$ cat config.mk
export PLATFORM = sky130hd
export DESIGN_NAME = fp_align_swap_pipe_flat
export DESIGN_NICKNAME = d
export VERILOG_FILES = /design/src/rtl/fp_align_swap_pipe_if.sv /design/src/rtl/fp_align_swap_pipe.sv /design/src/flat_wrapper.sv
export SDC_FILE = /design/constraint.sdc
export NUM_CORES = 1
export LEC_CHECK = 0
export ABC_CLOCK_PERIOD_IN_PS = 5550
export CAP_MARGIN = 0
export CELL_PAD_IN_SITES_DETAIL_PLACEMENT = 1
export CELL_PAD_IN_SITES_GLOBAL_PLACEMENT = 2
export CORE_UTILIZATION = 32
export DETAILED_ROUTE_END_ITERATION = 12
export PLACE_DENSITY = 0.89
export SKIP_CTS_REPAIR_TIMING = 1
export SLEW_MARGIN = 20
export SYNTH_ARGS = -nofsm -noshare
export SYNTH_HDL_FRONTEND = slang
export SYNTH_SLANG_ARGS = --single-unit
$ cat constraint.sdc
create_clock -name clk -period 5.55 [get_ports clk]
set_input_delay 1.3875 -clock clk [delete_from_list [all_inputs] [get_ports clk]]
set_output_delay 1.3875 -clock clk [all_outputs]
set_load 0.005 [all_outputs]
$ cat src/rtl/fp_align_swap_pipe_if.sv
// Handshake bundle for the FP adder front end: operand-pair input channel and
// aligned-result output channel.
interface fp_align_swap_pipe_if #(
    parameter int unsigned EXP_W  = 8,
    parameter int unsigned FRAC_W = 23
);
    localparam int unsigned W = 1 + EXP_W + FRAC_W;

    logic              in_valid;
    logic              in_ready;
    logic [W-1:0]      op_a;
    logic [W-1:0]      op_b;
    logic              out_valid;
    logic              out_ready;
    logic              swapped;
    logic              big_sign;
    logic              eff_sub;
    logic [EXP_W-1:0]  big_exp;
    logic [EXP_W-1:0]  exp_diff;
    logic [FRAC_W:0]   big_sig;
    logic [FRAC_W+3:0] small_sig_al;
    logic              special;

    modport master (
        output in_valid, op_a, op_b, out_ready,
        input  in_ready, out_valid, swapped, big_sign, eff_sub, big_exp, exp_diff,
               big_sig, small_sig_al, special
    );

    modport slave (
        input  in_valid, op_a, op_b, out_ready,
        output in_ready, out_valid, swapped, big_sign, eff_sub, big_exp, exp_diff,
               big_sig, small_sig_al, special
    );
endinterface

$ cat src/rtl/fp_align_swap_pipe.sv
// FP adder front end: stage 1 orders operands by magnitude and swaps, stage 2
// right-aligns the smaller significand with guard/round/sticky bits.
module fp_align_swap_pipe #(
    parameter int unsigned EXP_W  = 8,
    parameter int unsigned FRAC_W = 23
) (
    input  logic                clk,
    input  logic                rst,
    fp_align_swap_pipe_if.slave bus_io
);
    localparam int unsigned W  = 1 + EXP_W + FRAC_W;
    localparam int unsigned AW = FRAC_W + 4;

    logic             s1_adv, s2_adv;
    logic             swap;
    logic [W-1:0]     big_op, small_op;
    logic [EXP_W-1:0] big_exp_raw, small_exp_raw, big_exp_eff, small_exp_eff;
    logic [AW-1:0]    ext, mask, al;

    logic              s1_valid_q, s1_valid_d, s1_swapped_q, s1_swapped_d;
    logic              s1_big_sign_q, s1_big_sign_d, s1_eff_sub_q, s1_eff_sub_d;
    logic              s1_special_q, s1_special_d;
    logic [EXP_W-1:0]  s1_big_exp_q, s1_big_exp_d, s1_exp_diff_q, s1_exp_diff_d;
    logic [FRAC_W:0]   s1_big_sig_q, s1_big_sig_d, s1_small_sig_q, s1_small_sig_d;

    logic              s2_valid_q, s2_valid_d, s2_swapped_q, s2_swapped_d;
    logic              s2_big_sign_q, s2_big_sign_d, s2_eff_sub_q, s2_eff_sub_d;
    logic              s2_special_q, s2_special_d;
    logic [EXP_W-1:0]  s2_big_exp_q, s2_big_exp_d, s2_exp_diff_q, s2_exp_diff_d;
    logic [FRAC_W:0]   s2_big_sig_q, s2_big_sig_d;
    logic [AW-1:0]     s2_al_q, s2_al_d;

    assign s2_adv = !s2_valid_q || bus_io.out_ready;
    assign s1_adv = !s1_valid_q || s2_adv;

    // Magnitude compare on raw {exp, frac}; ties keep A as the big operand.
    always_comb begin
        swap          = bus_io.op_b[W-2:0] > bus_io.op_a[W-2:0];
        big_op        = swap ? bus_io.op_b : bus_io.op_a;
        small_op      = swap ? bus_io.op_a : bus_io.op_b;
        big_exp_raw   = big_op[W-2 -: EXP_W];
        small_exp_raw = small_op[W-2 -: EXP_W];
        big_exp_eff   = (big_exp_raw == '0) ? EXP_W'(1) : big_exp_raw;
        small_exp_eff = (small_exp_raw == '0) ? EXP_W'(1) : small_exp_raw;
    end

    always_comb begin
        s1_valid_d     = s1_valid_q;
        s1_swapped_d   = s1_swapped_q;
        s1_big_sign_d  = s1_big_sign_q;
        s1_eff_sub_d   = s1_eff_sub_q;
        s1_special_d   = s1_special_q;
        s1_big_exp_d   = s1_big_exp_q;
        s1_exp_diff_d  = s1_exp_diff_q;
        s1_big_sig_d   = s1_big_sig_q;
        s1_small_sig_d = s1_small_sig_q;
        if (s1_adv) begin
            s1_valid_d = bus_io.in_valid;
            if (bus_io.in_valid) begin
                s1_swapped_d   = swap;
                s1_big_sign_d  = big_op[W-1];
                s1_eff_sub_d   = bus_io.op_a[W-1] ^ bus_io.op_b[W-1];
                s1_special_d   = (&bus_io.op_a[W-2 -: EXP_W]) | (&bus_io.op_b[W-2 -: EXP_W]);
                s1_big_exp_d   = big_exp_eff;
                s1_exp_diff_d  = big_exp_eff - small_exp_eff;
                s1_big_sig_d   = {big_exp_raw != '0, big_op[FRAC_W-1:0]};
                s1_small_sig_d = {small_exp_raw != '0, small_op[FRAC_W-1:0]};
            end
        end
    end

    // Shifting past the whole extended field collapses everything into sticky.
    always_comb begin
        ext  = {s1_small_sig_q, 3'b000};
        mask = ~({AW{1'b1}} << s1_exp_diff_q);
        if (32'(s1_exp_diff_q) >= AW) begin
            al = {{(AW-1){1'b0}}, |s1_small_sig_q};
        end else begin
            al = (ext >> s1_exp_diff_q) | {{(AW-1){1'b0}}, |(ext & mask)};
        end
    end

    always_comb begin
        s2_valid_d    = s2_valid_q;
        s2_swapped_d  = s2_swapped_q;
        s2_big_sign_d = s2_big_sign_q;
        s2_eff_sub_d  = s2_eff_sub_q;
        s2_special_d  = s2_special_q;
        s2_big_exp_d  = s2_big_exp_q;
        s2_exp_diff_d = s2_exp_diff_q;
        s2_big_sig_d  = s2_big_sig_q;
        s2_al_d       = s2_al_q;
        if (s2_adv) begin
            s2_valid_d = s1_valid_q;
            if (s1_valid_q) begin
                s2_swapped_d  = s1_swapped_q;
                s2_big_sign_d = s1_big_sign_q;
                s2_eff_sub_d  = s1_eff_sub_q;
                s2_special_d  = s1_special_q;
                s2_big_exp_d  = s1_big_exp_q;
                s2_exp_diff_d = s1_exp_diff_q;
                s2_big_sig_d  = s1_big_sig_q;
                s2_al_d       = al;
            end
        end
    end

    always_ff @(posedge clk) begin
        if (rst) begin
            s1_valid_q     <= 1'b0;
            s1_swapped_q   <= 1'b0;
            s1_big_sign_q  <= 1'b0;
            s1_eff_sub_q   <= 1'b0;
            s1_special_q   <= 1'b0;
            s1_big_exp_q   <= '0;
            s1_exp_diff_q  <= '0;
            s1_big_sig_q   <= '0;
            s1_small_sig_q <= '0;
            s2_valid_q     <= 1'b0;
            s2_swapped_q   <= 1'b0;
            s2_big_sign_q  <= 1'b0;
            s2_eff_sub_q   <= 1'b0;
            s2_special_q   <= 1'b0;
            s2_big_exp_q   <= '0;
            s2_exp_diff_q  <= '0;
            s2_big_sig_q   <= '0;
            s2_al_q        <= '0;
        end else begin
            s1_valid_q     <= s1_valid_d;
            s1_swapped_q   <= s1_swapped_d;
            s1_big_sign_q  <= s1_big_sign_d;
            s1_eff_sub_q   <= s1_eff_sub_d;
            s1_special_q   <= s1_special_d;
            s1_big_exp_q   <= s1_big_exp_d;
            s1_exp_diff_q  <= s1_exp_diff_d;
            s1_big_sig_q   <= s1_big_sig_d;
            s1_small_sig_q <= s1_small_sig_d;
            s2_valid_q     <= s2_valid_d;
            s2_swapped_q   <= s2_swapped_d;
            s2_big_sign_q  <= s2_big_sign_d;
            s2_eff_sub_q   <= s2_eff_sub_d;
            s2_special_q   <= s2_special_d;
            s2_big_exp_q   <= s2_big_exp_d;
            s2_exp_diff_q  <= s2_exp_diff_d;
            s2_big_sig_q   <= s2_big_sig_d;
            s2_al_q        <= s2_al_d;
        end
    end

    assign bus_io.in_ready     = s1_adv;
    assign bus_io.out_valid    = s2_valid_q;
    assign bus_io.swapped      = s2_swapped_q;
    assign bus_io.big_sign     = s2_big_sign_q;
    assign bus_io.eff_sub      = s2_eff_sub_q;
    assign bus_io.special      = s2_special_q;
    assign bus_io.big_exp      = s2_big_exp_q;
    assign bus_io.exp_diff     = s2_exp_diff_q;
    assign bus_io.big_sig      = s2_big_sig_q;
    assign bus_io.small_sig_al = s2_al_q;
endmodule
$ cat src/flat_wrapper.sv
// flat-port wrapper written by rule: the top's interface ports become plain ports
module fp_align_swap_pipe_flat 
#(
    parameter int unsigned EXP_W  = 8,
    parameter int unsigned FRAC_W = 23
)
  (clk, rst, bus_io_in_valid, bus_io_op_a, bus_io_op_b, bus_io_out_ready, bus_io_in_ready, bus_io_out_valid, bus_io_swapped, bus_io_big_sign, bus_io_eff_sub, bus_io_big_exp, bus_io_exp_diff, bus_io_big_sig, bus_io_small_sig_al, bus_io_special);
  fp_align_swap_pipe_if #(.EXP_W(EXP_W), .FRAC_W(FRAC_W)) bus_io_i ();
  input  logic clk;
  input  logic rst;
  input wire logic [$bits(bus_io_i.in_valid)-1:0] bus_io_in_valid;
  input wire logic [$bits(bus_io_i.op_a)-1:0] bus_io_op_a;
  input wire logic [$bits(bus_io_i.op_b)-1:0] bus_io_op_b;
  input wire logic [$bits(bus_io_i.out_ready)-1:0] bus_io_out_ready;
  output wire logic [$bits(bus_io_i.in_ready)-1:0] bus_io_in_ready;
  output wire logic [$bits(bus_io_i.out_valid)-1:0] bus_io_out_valid;
  output wire logic [$bits(bus_io_i.swapped)-1:0] bus_io_swapped;
  output wire logic [$bits(bus_io_i.big_sign)-1:0] bus_io_big_sign;
  output wire logic [$bits(bus_io_i.eff_sub)-1:0] bus_io_eff_sub;
  output wire logic [$bits(bus_io_i.big_exp)-1:0] bus_io_big_exp;
  output wire logic [$bits(bus_io_i.exp_diff)-1:0] bus_io_exp_diff;
  output wire logic [$bits(bus_io_i.big_sig)-1:0] bus_io_big_sig;
  output wire logic [$bits(bus_io_i.small_sig_al)-1:0] bus_io_small_sig_al;
  output wire logic [$bits(bus_io_i.special)-1:0] bus_io_special;
  assign bus_io_i.in_valid = bus_io_in_valid;
  assign bus_io_i.op_a = bus_io_op_a;
  assign bus_io_i.op_b = bus_io_op_b;
  assign bus_io_i.out_ready = bus_io_out_ready;
  assign bus_io_in_ready = bus_io_i.in_ready;
  assign bus_io_out_valid = bus_io_i.out_valid;
  assign bus_io_swapped = bus_io_i.swapped;
  assign bus_io_big_sign = bus_io_i.big_sign;
  assign bus_io_eff_sub = bus_io_i.eff_sub;
  assign bus_io_big_exp = bus_io_i.big_exp;
  assign bus_io_exp_diff = bus_io_i.exp_diff;
  assign bus_io_big_sig = bus_io_i.big_sig;
  assign bus_io_small_sig_al = bus_io_i.small_sig_al;
  assign bus_io_special = bus_io_i.special;
  fp_align_swap_pipe #(.EXP_W(EXP_W), .FRAC_W(FRAC_W)) u_core (.clk(clk), .rst(rst), .bus_io(bus_io_i));
endmodule
# ---- Yosys cells after proc, flatten, opt, wreduce, memory -nomap -nowiden
# Cells that the tools add are included.
dict set report op_classes {
  reduce_logical 14
  eq_ne 0
  n_mux 5
  bitwise_logic 5
  magnitude_cmp 2
  n_mul 0
  shifts 2
  n_addsub 1
  div_mod_pow 0
}
# cell count
set op_table {}
lappend op_table {{$mux W32} 1}
lappend op_table {{$gt A31 B31 Y1} 1}
lappend op_table {{$mux W31} 1}
lappend op_table {{$and A27 B27 Y27} 1}
lappend op_table {{$mux W27} 1}
lappend op_table {{$not A27 Y27} 1}
lappend op_table {{$or A27 B1 Y27} 1}
lappend op_table {{$reduce_or A27 Y1} 1}
lappend op_table {{$shl A27 B8 Y27 const A} 1}
lappend op_table {{$shr A27 B8 Y27} 1}
lappend op_table {{$reduce_or A24 Y1} 1}
lappend op_table {{$logic_not A8 Y1} 2}
lappend op_table {{$mux W8} 2}
lappend op_table {{$reduce_and A8 Y1} 2}
lappend op_table {{$reduce_bool A8 Y1} 2}
lappend op_table {{$ge A8 B5 Y1 const B} 1}
lappend op_table {{$sub A8 B8 Y8} 1}
lappend op_table {{$reduce_and A2 Y1} 2}
lappend op_table {{$logic_not A1 Y1} 2}
lappend op_table {{$logic_or A1 B1 Y1} 2}
lappend op_table {{$or A1 B1 Y1} 1}
lappend op_table {{$xor A1 B1 Y1} 1}
dict set report totals {
  reg_bits 141
  latch_bits 0
  input_bits 68
  ram_bits 0
  word_cells 47
  output_inout_bits 73
  n_memories 0
  mem_bits_ro 0
}

# ---- Longest topological paths before layout
dict set report logic_depth {
  depth_word 6
  mapped_depth 18
  ltp_nobuf 17
}

# ---- Least setup slack after synthesis
# No wires, ideal clock.
dict set report synth_timing {
  kind {input to register}
  from {input port bus_io_op_a[29]}
  to {register u_core.s1_exp_diff_q[6]}
  required_ps 5427
  path_buffers 1
  path_slack_ps 988
  stages 17
  arrival_ps 4439
  path_cell_list {inv_1 > ha_1 > nand4_2 > or4_4 > a211oi_2 > buf_6 > nor2_8 > mux2_4 > ha_1 > inv_1 > fa_1 > a21o_1 > a21oi_1 > o21bai_1 > a21oi_1 > xor2_1 > o21ai_0}
}
dict set report synth_via {
  elab_chain_len 5
  word_cells_on_any_way 8
  classes_between {add/sub: 1; order compare: 1; mux: 4; reduce/logical: 2}
}
# item line_no
set synth_lines {}
lappend synth_lines {{start, declared} flat_wrapper.sv:12} ;# input wire logic [$bits(bus_io_i.op_a)-1:0] bus_io_op_a;
lappend synth_lines {{$gt A31 B31 Y1} fp_align_swap_pipe.sv:38} ;# swap = bus_io.op_b[W-2:0] > bus_io.op_a[W-2:0];
lappend synth_lines {{$mux W32 / $mux W31 (equally long branches)} {fp_align_swap_pipe.sv:39, fp_align_swap_pipe.sv:40}}
lappend synth_lines {{$logic_not A8 Y1 (on tied branches)} {fp_align_swap_pipe.sv:43, fp_align_swap_pipe.sv:44}}
lappend synth_lines {{$mux W8 (on tied branches)} {fp_align_swap_pipe.sv:43, fp_align_swap_pipe.sv:44}}
lappend synth_lines {{$sub A8 B8 Y8 *} fp_align_swap_pipe.sv:65} ;# s1_exp_diff_d = big_exp_eff - small_exp_eff;
lappend synth_lines {{end signal, assigned} fp_align_swap_pipe.sv:135} ;# s1_exp_diff_q <= s1_exp_diff_d;
lappend synth_lines {{end, declared} fp_align_swap_pipe.sv:23} ;# logic [EXP_W-1:0] s1_big_exp_q, s1_big_exp_d, s1_exp_diff_q, s1_exp_diff_d;
# Every way passes the cells marked *; elsewhere a longest branch is shown, timed or not.
# A chain may end at the register's enable or synchronous reset.

# ---- Worst setup path after layout
# Ends and elaborated chain as after synthesis.

==> results.tsv <==
metric	value	unit
status	complete, no violations	
boundaryPins	141	
ant_nets	0	
initial_utilization	32.5	%
cp-end-kind	register	
p_per_area	293	mW/mm2
rsz0062_at_grt	no	
layout-drive-gt1-share	9.84	%
hold_viol	0	
syn_area	0.00871	mm2
worst_pin_slew	0.987	ns
dieWidth	167	um
grt_usage	22.2	%
die_area	0.0279	mm2
ys_seq_area_share	32.4	%
synth_edf_count	0	
min_path_cells	2	
core	0.0268	mm2
avgSynthCellArea	7.85	um2
fin_skew	0.0101	ns
synthArstFlopShare	0	%
critPathMaxFanout	5	
yosysUniqueCellTypes	71	
vias	8955	
grt_pass1_vias	9014	
antenna_cells	0	
hpwlAfterDp	21500	um
critPathLaunch	bus_io_op_a[29]	
finalSetupTns	0	ns
htree_levels	4	
start_kind	input pin	
cts_tree	built	
cts.reportedPaths.clkPinSlew	0.06	ns
cts.sinks	141	
dr.pass1.iters	5	
wl	30500	um
root_buffer	clkbuf_16	
cp.arrival	5.36	ns
irDropWorstVdd	0.157	mV
grt_max_degree	77	
hold_path_class	register to register	
timing.fmax	0.198	GHz
slew_headroom	34.2	%
grt_pass1_wl	49700	um
worst-setup-path-type	input pin to register	
drv_cap	0	
worst_hold_slack	0.443	ns
io_buffers	140	
final_max_slew_viol_count	0	
grt_overflow	0	
antenna_found_initial	0	
cts_max_path_buffers	2	
routabilityCongestion	0.859	
synth_warnings	0	
rows	60	
ys_ff_latch	141	
cts_buffers	17	
min-delay-start	u_core.bus_io.small_sig_al[1]	
synth_ff_type	dfxtp_1	
ff2ff_path_depth	6	
insertion_delay	0.43	ns
die_h	167	um
viasPerCell	5.74	
worst_ep_required_time	5.85	ns
setup_viol	0	
drtIter0Drc	649	
syn_nets	1216	
postSynthCellCount	1109	
num-fill-cells	3223	
reg2reg_from	u_core.s1_exp_diff_q[0]	
fin_crit_sh	91.2	%
p_leak	4.25	nW
finalCriticalPeriod	5.06	ns
drcViolationCount	0	
syn_to_final_growth	26.5	%
wl_per_cell	19.6	um
finalNetCount	1313	
[cell families (layout without fill, tap and decap cells)]
| logic type | Yosys count | count (layout) | share of synthesized area, % |
|---|---|---|---|
| AND/OR/NAND/NOR | 470 | 470 | 26.1 |
| AO/OA/AOI/OAI | 263 | 263 | 19.3 |
| flip-flops | 141 | 141 | 32.4 |
| buffers and inverters | 137 | 247 | 6.90 |
| multiplexers | 53 | 53 | 9.05 |
| adder cells (fa/ha/maj) | 39 | 39 | 5.69 |
| XOR/XNOR | 6 | 6 | 0.603 |
[path summary, 6_finish.rpt]
kind                                                 endpoint  slack, ns
worst max register to register  u_core.bus_io.small_sig_al[9]       2.77
worst min-delay path            u_core.bus_io.small_sig_al[1]       0.44
worst max-delay path                  u_core.s1_exp_diff_q[6]       0.49
worst min register to register  u_core.bus_io.small_sig_al[1]       0.44
[cells in the mapped netlist, types with 8 or more instances]
library cell | instances | area [um2]
nand3_1 | 158 | 791
dfxtp_1 | 141 | 2820
nand2_1 | 138 | 518
a21oi_1 | 89 | 445
o21ai_0 | 69 | 345
nor2_1 | 56 | 210
clkbuf_1 | 53 | 199
inv_1 | 42 | 158
nor3_1 | 39 | 195
ha_1 | 38 | 475
and3_1 | 26 | 163
mux2i_1 | 24 | 240
buf_2 | 18 | 90.1
a22oi_1 | 14 | 105
buf_1 | 14 | 52.6
mux4_2 | 14 | 315
nand4_1 | 11 | 68.8
a211oi_1 | 10 | 75.1
mux2_2 | 10 | 113
nor4_1 | 8 | 50.1
o21a_1 | 8 | 60.1
[sequential cells by signal, indices dropped and copies added, names as in the netlist]
signal                      flops
u_core.s1_big_sig_q            24
u_core.bus_io.out_valid         1
u_core.bus_io.big_sign          1
u_core.s1_eff_sub_q             1
u_core.s1_special_q             1
u_core.bus_io.eff_sub           1
u_core.s1_exp_diff_q            8
u_core.s1_swapped_q             1
u_core.s1_big_exp_q             8
u_core.bus_io.special           1
u_core.bus_io.exp_diff          8
u_core.s1_big_sign_q            1
u_core.bus_io.swapped           1
u_core.bus_io.small_sig_al     27
u_core.s1_small_sig_q          24
u_core.bus_io.big_exp           8
u_core.s1_valid_q               1
u_core.bus_io.big_sig          24
[worst max-delay path, cell delays in order]
cell	delay, ns
clkdlybuf4s50_1	0.54
inv_1	0.08
ha_1	0.33
nand4_2	0.19
or4_4	0.60
a211o_1	0.27
nand2_1	0.12
mux2i_1	0.23
ha_1	0.21
inv_1	0.06
fa_1	0.41
a21o_1	0.18
a21oi_1	0.23
o21bai_1	0.10
a21oi_1	0.19
xor2_1	0.16
o21ai_0	0.08
[per-layer routing]
metal / share of wire [%] / up-vias / track usage [%]
met1: 48 / 4438 / 30.7
met3: 4.2 / 37 / 3.42
met2: 46 / 236 / 35.9
li1: - / 4244 / -
met5: 0 / - / 0
met4: 1.6 / 0 / 5.96
[area by class of cell]
type / instances / area (um2) / area share, %
Clock inverter: 14 / 183 / 1.66
Tap cell: 341 / 427 / 3.87
Timing Repair Buffer: 173 / 1660 / 15.1
Multi-Input combinational cell: 831 / 5330 / 48.4
Inverter: 42 / 158 / 1.43
Sequential cell: 141 / 2820 / 25.6
Clock buffer: 18 / 439 / 3.99
[placed cells by master (no fill, tap or decap), types with 17 or more instances in the layout]
| master | count |
|---|---|
| a21oi_1 | 88 |
| and3_1 | 26 |
| buf_4 | 33 |
| clkbuf_16 | 17 |
| clkdlybuf4s50_1 | 139 |
| dfxtp_1 | 140 |
| ha_1 | 38 |
| inv_1 | 41 |
| mux2i_1 | 24 |
| nand2_1 | 137 |
| nand3_1 | 158 |
| nor2_1 | 56 |
| nor3_1 | 39 |
| o21ai_0 | 69 |
[stage by stage]
| stage | total power [W] | cells | utilization, % | worst slack, ns | cell area, um2 |
|---|---|---|---|---|---|
| floorplan | 0.00170 | 1109 | - | 0.988 | 8710 |
| global placement | 0.00200 | 1528 | 38.8 | 0.246 | 10400 |
| detailed placement | 0.00201 | 1528 | 38.8 | 0.175 | 10400 |
| CTS | 0.00324 | 1560 | 41.1 | 0.541 | 11000 |
| global route | 0.00337 | 1560 | 41.1 | 0.281 | 11000 |
| finish | 0.00323 | 1560 | 41.1 | 0.489 | 11000 |
[where the power goes]
group,switching (W),total [W],internal [W]
Sequential,0.000106,0.00119,0.00108
Clock,0.000501,0.00123,0.000729
Combinational,0.000466,0.000811,0.000345
Total,0.00107,0.00323,0.00216
Note: power is estimated with default switching activity, not from simulation.
